File: src/rtl/fir_ctrl_pkg.sv
// rtl/fir_ctrl_pkg.sv - shared sizes and FSM state type for the FIR cmem sequencer
package fir_ctrl_pkg;
  localparam int DEPTH  = 64;
  localparam int ADDR_W = 6;
  localparam int WIDTH  = 16;

  typedef enum logic [1:0] {
    IDLE  = 2'd0,
    RUN   = 2'd1,
    DRAIN = 2'd2,
    DONE  = 2'd3
  } state_e;
endpackage

File: src/rtl/fir_ctrl_dly.sv
// rtl/fir_ctrl_dly.sv - one-stage alignment of MAC strobes to the cmem read latency
module fir_ctrl_dly (
  input  logic       clk2,
  input  logic       rstn,
  input  logic [2:0] strb_i,
  output logic [2:0] strb_o
);

  logic [2:0] strb_q;

  always_ff @(posedge clk2 or negedge rstn) begin
    if (!rstn) begin
      strb_q <= 3'b000;
    end else begin
      strb_q <= strb_i;
    end
  end

  assign strb_o = strb_q;

endmodule

File: src/rtl/fir_cmem_ctrl.sv
// rtl/fir_cmem_ctrl.sv - cmem port arbiter and tap-walk sequencer, one FIR output per sample
module fir_cmem_ctrl
  import fir_ctrl_pkg::*;
(
  input  logic              clk2,
  input  logic              rstn,
  input  logic              h_req,
  input  logic [ADDR_W-1:0] h_addr,
  input  logic [WIDTH-1:0]  h_data,
  output logic              h_gnt,
  input  logic              s_valid,
  output logic              s_ready,
  input  logic [ADDR_W-1:0] taps_m1,
  output logic              cload,
  output logic [ADDR_W-1:0] caddr,
  output logic [WIDTH-1:0]  cin,
  output logic              ren,
  output logic [ADDR_W-1:0] raddr,
  output logic              dwe,
  output logic [ADDR_W-1:0] dptr,
  output logic [ADDR_W-1:0] draddr,
  output logic              mac_en,
  output logic              mac_clr,
  output logic              mac_last,
  output logic              y_valid,
  output logic              busy
);

  state_e            state_q, state_d;
  logic [ADDR_W-1:0] dptr_q, dptr_d;
  logic [ADDR_W-1:0] n1_q, n1_d;
  logic              cload_q, cload_d;
  logic [ADDR_W-1:0] caddr_q, caddr_d;
  logic [WIDTH-1:0]  cin_q, cin_d;
  logic              ren_q, ren_d;
  logic [ADDR_W-1:0] raddr_q, raddr_d;
  logic [ADDR_W-1:0] draddr_q, draddr_d;
  logic              y_valid_q, y_valid_d;
  logic [2:0]        strb_in, strb_out;
  logic              accept;

  // Samples win over the host; host writes only land while idle, so reads and writes never overlap.
  assign s_ready = (state_q == IDLE);
  assign busy    = !s_ready;
  assign accept  = s_valid && s_ready;
  assign h_gnt   = s_ready && h_req && !s_valid;
  assign dwe     = accept;

  always_comb begin
    state_d   = state_q;
    dptr_d    = dptr_q;
    n1_d      = n1_q;
    ren_d     = ren_q;
    raddr_d   = raddr_q;
    draddr_d  = draddr_q;
    y_valid_d = 1'b0;
    cload_d   = h_gnt;
    caddr_d   = h_gnt ? h_addr : caddr_q;
    cin_d     = h_gnt ? h_data : cin_q;
    case (state_q)
      IDLE: begin
        if (s_valid) begin
          state_d  = RUN;
          dptr_d   = dptr_q + 1'b1;
          n1_d     = taps_m1;
          ren_d    = 1'b1;
          raddr_d  = '0;
          draddr_d = dptr_q;
        end
      end
      RUN: begin
        // raddr_q doubles as the tap index k; draddr walks backwards from the newest sample.
        if (raddr_q == n1_q) begin
          state_d = DRAIN;
          ren_d   = 1'b0;
        end else begin
          raddr_d  = raddr_q + 1'b1;
          draddr_d = draddr_q - 1'b1;
        end
      end
      DRAIN: begin
        state_d   = DONE;
        y_valid_d = 1'b1;
      end
      DONE: begin
        state_d = IDLE;
      end
      default: begin
        state_d = IDLE;
      end
    endcase
  end

  always_ff @(posedge clk2 or negedge rstn) begin
    if (!rstn) begin
      state_q   <= IDLE;
      dptr_q    <= '0;
      n1_q      <= '0;
      cload_q   <= 1'b0;
      caddr_q   <= '0;
      cin_q     <= '0;
      ren_q     <= 1'b0;
      raddr_q   <= '0;
      draddr_q  <= '0;
      y_valid_q <= 1'b0;
    end else begin
      state_q   <= state_d;
      dptr_q    <= dptr_d;
      n1_q      <= n1_d;
      cload_q   <= cload_d;
      caddr_q   <= caddr_d;
      cin_q     <= cin_d;
      ren_q     <= ren_d;
      raddr_q   <= raddr_d;
      draddr_q  <= draddr_d;
      y_valid_q <= y_valid_d;
    end
  end

  assign strb_in = {ren_q, ren_q && (raddr_q == '0), ren_q && (raddr_q == n1_q)};

  fir_ctrl_dly u_dly (
    .clk2   (clk2),
    .rstn   (rstn),
    .strb_i (strb_in),
    .strb_o (strb_out)
  );

  assign {mac_en, mac_clr, mac_last} = strb_out;

  assign cload   = cload_q;
  assign caddr   = caddr_q;
  assign cin     = cin_q;
  assign ren     = ren_q;
  assign raddr   = raddr_q;
  assign dptr    = dptr_q;
  assign draddr  = draddr_q;
  assign y_valid = y_valid_q;

endmodule
File: config.mk
export PLATFORM = sky130hd
export DESIGN_NAME = fir_cmem_ctrl
export DESIGN_NICKNAME = d
export VERILOG_FILES = /design/src/rtl/fir_ctrl_pkg.sv /design/src/rtl/fir_ctrl_dly.sv /design/src/rtl/fir_cmem_ctrl.sv
export SDC_FILE = /design/constraint.sdc
export NUM_CORES = 1
export LEC_CHECK = 0
export ABC_AREA = 1
export BUFFER_PORTS_ARGS = -buffer_cell sky130_fd_sc_hd__buf_2
export CAP_MARGIN = 5
export CORE_MARGIN = 3
export CORE_UTILIZATION = 30
export CTS_CLUSTER_DIAMETER = 40
export DETAILED_ROUTE_END_ITERATION = 8
export PLACE_DENSITY_LB_ADDON = 0.3
export SLEW_MARGIN = 15
export SYNTH_ARGS = -nofsm -noshare
export SYNTH_HDL_FRONTEND = slang
export SYNTH_HIERARCHICAL = 1
export SYNTH_SLANG_ARGS = --single-unit
File: constraint.sdc
create_clock -name clk2 -period 1.8 [get_ports clk2]
set_clock_uncertainty 0.15 [all_clocks]
set_input_delay 0.18 -clock clk2 [delete_from_list [all_inputs] [get_ports clk2]]
set_output_delay 0.18 -clock clk2 [all_outputs]
set_load 0.03 [all_outputs]
==> impl_metrics.tcl, run 1 <==
set metrics [dict create \
    crit_path_end_kind "output pin" \
    grt_pass1_vias 2362 \
    crit_type "flop to output pin" \
    viasPerCell 4.35 \
    period_needed_ns 1.79 \
    grtUsageTotal_pct 14.4 \
    finalCritPeriodShare_pct 99.7 \
    synth_edf_count 0 \
    synth_area_leaders "dfrtp_1 (53%), nand2_1 (21%), ha_1 (3.9%), inv_1 (3.8%), nand3_1 (3.2%)" \
    drv_slew 0 \
    die_h_um 97.9 \
    drt_pass1_iterations 4 \
    ios 82 \
    grt_pass1_wl_um 11400 \
    worstPathArrival_ns 1.46 \
    antenna_cells 0 \
    p_leak_nw 1.99 \
    tightest_slew_ns 0.508 \
    syn-cell-area_um2 2540 \
    std_cell_rows 32 \
    start_util_pct 31.8 \
    vdd_ir_drop_max_v 0.000746 \
    root_buffer "clkbuf_8" \
    cts_buffer_depth 2 \
    critical_path.max_fanout 4 \
    num-nets-final 478 \
    dr.first_iter.drc_count 86 \
    max_freq_mhz 557 \
    wl_met3_um 251 \
    ys_types 26 \
    synth_area_leader_cell "dfrtp_1" \
    status "finished, final reports clean" \
    routed-wl-met2_um 3280 \
    hpwl_um 4860 \
    p_per_area_nw_per_um2 1760 \
    multi_input_area_um2 1050 \
    clk_pin_slew_worst_paths_ns 0.10 \
    rsz0062_at_grt "yes" \
    topRoutingLayerUsed "met4" \
    final_cell_mix "nand2_1 (139), buf_2 (79), dfrtp_1 (54)" \
    wl_um 6730 \
    ys_async_sr_fraction_pct 100 \
    seq_area_um2 1350 \
    port_buffers 81 \
    gp_congestion 0.817 \
    setup_viol 0 \
    fillers 805 \
    fp.dieW_um 97.9 \
    route.layer.met1.wl_um 3070 \
    synth_seq_cells 54 \
    cts_tree "done" \
    core_area_um2 7970 \
    dieArea_um2 9590 \
    yosys_warnings 6 \
    hold_violations 0 \
    routedWlPerCell_um 12.4 \
    synth_top_area_share_pct 53.3 \
    relSlewSlack_pct 66.1 \
    syn_area_per_cell_um2 8.15 \
    power_mw 6.35 \
    antenna_found_initial 0 \
    num_vias 2353 \
    cts_buffers 5 \
    clk_latency_ns 0.30 \
    synth_flop_cell "dfrtp_1" \
    fin_tns_setup_ns 0 \
    cp-start-kind "flop" \
    holdCritPathClass "input port to flop" \
    clock-sinks 54 \
    gr-total-overflow 0 \
    final_common_cell "nand2_1" \
    drc_errors 0 \
    seq_area_frac_synth_pct 53.3 \
    required_ns 1.47 \
    area_growth_pct 42.0 \
    drv_cap 0 \
    synth_nets 351 \
    drive_gt1_share_pct 28.7 \
    netlist_instances 311 \
    h-tree-depth 2 \
    drtAntennaViolNets 0 \
    grt_max_degree 24 \
]
## power by group
group          leakage [nW]  internal, mW  switching (mW)
clock network        0.0482         0.312           0.389
registers             0.675          1.73           0.380
logic                  1.27          1.22            2.32
## cell families (layout without fill, tap and decap cells)
family,after synthesis,count (layout),share of synthesized area [%]
AND/OR/NAND/NOR,184,184,29.9
flip-flops,54,54,53.3
buffers and inverters,39,167,6.36
AO/OA/AOI/OAI,19,19,4.05
adder cells (fa/ha/maj),8,8,3.95
XOR/XNOR,7,7,2.42
## worst max-delay path, stage by stage (launching register included)
cell	delay, ns
dfrtp_1	0.41
inv_2	0.09
ha_4	0.17
clkinvlp_4	0.11
nor2_4	0.11
nand2_2	0.07
inv_2	0.08
buf_6	0.13
## final timing paths
check,slack [ns],depth (start not counted),endpoint,from
max in group asynchronous,0.59,3,raddr[5]$_DFFE_PN0P_,rstn
min in group asynchronous,0.23,2,caddr[0]$_DFFE_PN0P_,rstn
max,0.006,7,h_gnt,state_q[0]$_DFFE_PN0P_
max reg2reg,0.08,8,state_q[0]$_DFFE_PN0P_,state_q[0]$_DFFE_PN0P_
min reg2reg,0.33,0,u_dly/strb_o[2]$_DFF_PN0_,ren$_DFFE_PN0P_
min,0.08,3,raddr[1]$_DFFE_PN0P_,s_valid
## synth_stat cells, types with 2 or more instances
| master | n |
|---|---|
| xor2_1 | 6 |
| ha_1 | 8 |
| clkbuf_1 | 4 |
| nand2_2 | 2 |
| nor3_1 | 4 |
| nand2_4 | 3 |
| nor2_1 | 14 |
| o21ai_0 | 14 |
| nand2_1 | 140 |
| dfrtp_1 | 54 |
| nand4_1 | 3 |
| nand3_1 | 16 |
| buf_2 | 3 |
| inv_2 | 2 |
| inv_1 | 26 |
| a21oi_1 | 2 |
## per-stage QoR
stage / setup WS (ns) / cells / area, um2 / hold WS, ns / util, %
finish: 0.00559 / 541 / 3600 / 0.0810 / 45.2
global route: -0.0953 / 541 / 3600 / 0.0875 / 45.2
CTS: 0.000182 / 541 / 3590 / 0.0708 / 45.1
detailed placement: 0.0668 / 498 / 3150 / 0.0381 / 39.6
global placement: 0.135 / 498 / 3150 / 0.0301 / 39.6
floorplan: 0.00626 / 311 / 2560 / -0.266 / -
## timing repair
item,CTS,global route
pin swaps,2,0
buffers inserted,6,0
endpoints found under the hold margin,49,0
endpoints found under the setup margin,2,17
hold buffers,29,0
gates resized for setup,5,2
## final cells by class
cell class | count | share of cell area (%)
Sequential cell | 54 | 37.5
Clock inverter | 1 | 0.139
Tap cell | 102 | 3.54
Clock buffer | 7 | 2.40
Timing Repair Buffer | 130 | 24.1
Multi-Input combinational cell | 218 | 29.2
Inverter | 29 | 3.16
## state kept, by name, summed over array words and instances, names as in the netlist
signal and count:
caddr 6, cin 16, cload 1, dptr 6
draddr 6, n1_q 6, raddr 6, ren 1
state_q 2, u_dly/strb_o 3, y_valid 1
## metal layers
metal	vias up	GRT usage [%]
met5	-	0
met2	40	24.0
met3	9	2.29
met4	0	4.47
li1	1209	-
met1	1095	19.3
Power figures use the tool's default switching activity.
==> run 2, diff against run 1 <==
--- a/constraint.sdc
+++ b/constraint.sdc
@@ -4,2 +4,2 @@
 set_output_delay 0.18 -clock clk2 [all_outputs]
-set_load 0.03 [all_outputs]
+set_load 0.02 [all_outputs]
==> impl_metrics.tcl, run 2 (same netlist as run 1, synthesis figures left out) <==
set metrics [dict create \
    grt_pass1_wl_um 11500 \
    final_common_cell "nand2_1" \
    largest_reg_flops 16 \
    die_h_um 97.9 \
    dp.cells 497 \
    p_switching_mw 2.94 \
    gp_congestion 0.834 \
    drive_gt1_share_pct 30.7 \
    critical_path.max_fanout 4 \
    cell_internal_pwr_mw 3.50 \
    dieArea_um2 9590 \
    viasPerCell 4.44 \
    fin_util_pct 47.1 \
    core_area_um2 7970 \
    crit_type "flop to output pin" \
    crit_cells 7 \
    p_per_area_nw_per_um2 1710 \
    combPwrFrac_pct 53.3 \
    vdd_ir_drop_max_v 0.000797 \
    critical_path.endpoint "h_gnt" \
    power_switching_share_pct 45.7 \
    multi_input_area_um2 1110 \
    routedWlPerCell_um 13.0 \
    grt_pass1_vias 2368 \
    final_cell_mix "nand2_1 (137), buf_2 (79), dfrtp_1 (53)" \
    drv_cap 0 \
    tightest_slew_ns 0.463 \
    min-delay-start "s_valid" \
    worstPathArrival_ns 1.40 \
    ios 82 \
    num_vias 2434 \
    rsz0062_at_grt "yes" \
    crit_path_end_kind "output pin" \
    path_cells "inv_2, ha_4, inv_2, nor2_4, nand2_2, inv_2, buf_6" \
    drv_slew 0 \
    grtUsageTotal_pct 14.8 \
    power_mw 6.44 \
    setup_viol 0 \
    port_buffers 81 \
    num-nets-final 485 \
    start_util_pct 31.8 \
    area_growth_pct 48.1 \
    post-place-ws_ns 0.0676 \
    r2r_setup_slack_ns 0.08 \
    crit_start "state_q[0]$_DFFE_PN0P_" \
    max_freq_mhz 578 \
    clock-sinks 54 \
    cts_tree "done" \
    antenna_cells 0 \
    finalCritPeriodShare_pct 96.2 \
    pwr-share-seq_pct 33.0 \
    r2r-start "state_q[0]$_DFFE_PN0P_" \
    root_buffer "clkbuf_8" \
    std_cell_rows 32 \
    cp-start-kind "flop" \
    fin_cells 548 \
    path_buf_inv 4 \
    hold_violations 0 \
    clk_latency_ns 0.31 \
    drt_pass1_iterations 4 \
    cp_slowest_cell "dfrtp_1" \
    wl_um 7130 \
    worst_r2r_endpoint "draddr[5]$_DFFE_PN0P_" \
    seq_area_um2 1350 \
    slowest_delay_ns 0.41 \
    gr-total-overflow 0 \
    h-tree-depth 2 \
    holdCritPathClass "input port to flop" \
    cts_buffers 5 \
    cp_top_family "flip-flops" \
    reg2reg_depth 9 \
    dr.first_iter.drc_count 116 \
    drc_errors 0 \
    cts_buffer_depth 2 \
    relSlewSlack_pct 69.1 \
    crit_top_cell "inv_2" \
    p_leak_nw 2.06 \
    drtAntennaViolNets 0 \
    hpwl_um 4740 \
    finalWorstSetupSlack_ns 0.0690 \
    grt_max_degree 37 \
    fp.dieW_um 97.9 \
    clk_pin_slew_worst_paths_ns 0.11 \
    antenna_found_initial 0 \
    clock_power_share_pct 13.7 \
    required_ns 1.47 \
    period_needed_ns 1.73 \
    fillers 758 \
    status "finished, final reports clean" \
]
==> run 2: cell types whose count changed in the layout (fill, tap and decap cells not counted), moves of 2 or more <==
cell      change
nand2_2       +2
nand2_4       -2
nand2_8       +4
buf_4         +2
clkinv_2      -2
buf_6         +3
nand2_1       -2
==> run 2: routing by layer <==
metal	track usage (%)	routed length, um
met5	0	0
met4	4.15	84
met3	4.79	580
met2	23.1	3270
met1	19.7	3200
==> run 2: how the worst min path moves through the flow <==
stage	to	depth (start not counted)
after floorplan	caddr[0]$_DFFE_PN0P_	0
after global placement	caddr[0]$_DFFE_PN0P_	1
after detailed placement	caddr[0]$_DFFE_PN0P_	1
after CTS	raddr[1]$_DFFE_PN0P_	3
after global routing	raddr[1]$_DFFE_PN0P_	3
final	raddr[1]$_DFFE_PN0P_	3
==> run 2: area by class of cell <==
cell class | count | share of cell area (%)
clock buffer | 6 | 2.20
clock inverter | 2 | 1.03
inverter | 29 | 3.13
multi-input combinational | 220 | 29.5
sequential | 54 | 36.0
tap | 102 | 3.40
timing repair buffer | 135 | 24.7
==> run 2: worst register-to-register path, stage by stage, from the launching register on <==
cell and delay [ns]:
dfrtp_1 0.41, buf_4 0.13, buf_4 0.13, ha_1 0.23
inv_1 0.10, nand2_2 0.12, nand2_8 0.15, nand2_8 0.08
nand2_1 0.06, nand2_1 0.05
==> run 2: timing repair <==
item / CTS / global route
endpoints found under the setup margin: 2 / 14
hold endpoints to repair: 46 / 0
hold buffers: 29 / 0
cloned: 0 / 3
pin swaps: 1 / 1
gates resized for setup: 10 / 14
setup buffers: 3 / 9
==> run 2: stage by stage <==
stage	hold WS, ns	area, um2	TNS, ns
floorplan	-0.266	2550	0
global placement	0.00507	3140	0
detailed placement	0.00586	3140	0
CTS	0.0254	3580	0
global route	0.0829	3760	-0.0834
finish	0.0564	3760	0
==> run 2: power by group through the flow <==
stage | combinational (mW) | clock [mW] | sequential [mW]
2_1_floorplan | 1.50 | 0 | 2.60
3_3_place_gp | 2.88 | 0 | 2.14
3_5_place_dp | 2.94 | 0 | 2.13
4_1_cts | 3.05 | 0.904 | 2.12
5_1_grt | 3.82 | 0.964 | 2.19
6_report | 3.43 | 0.880 | 2.13
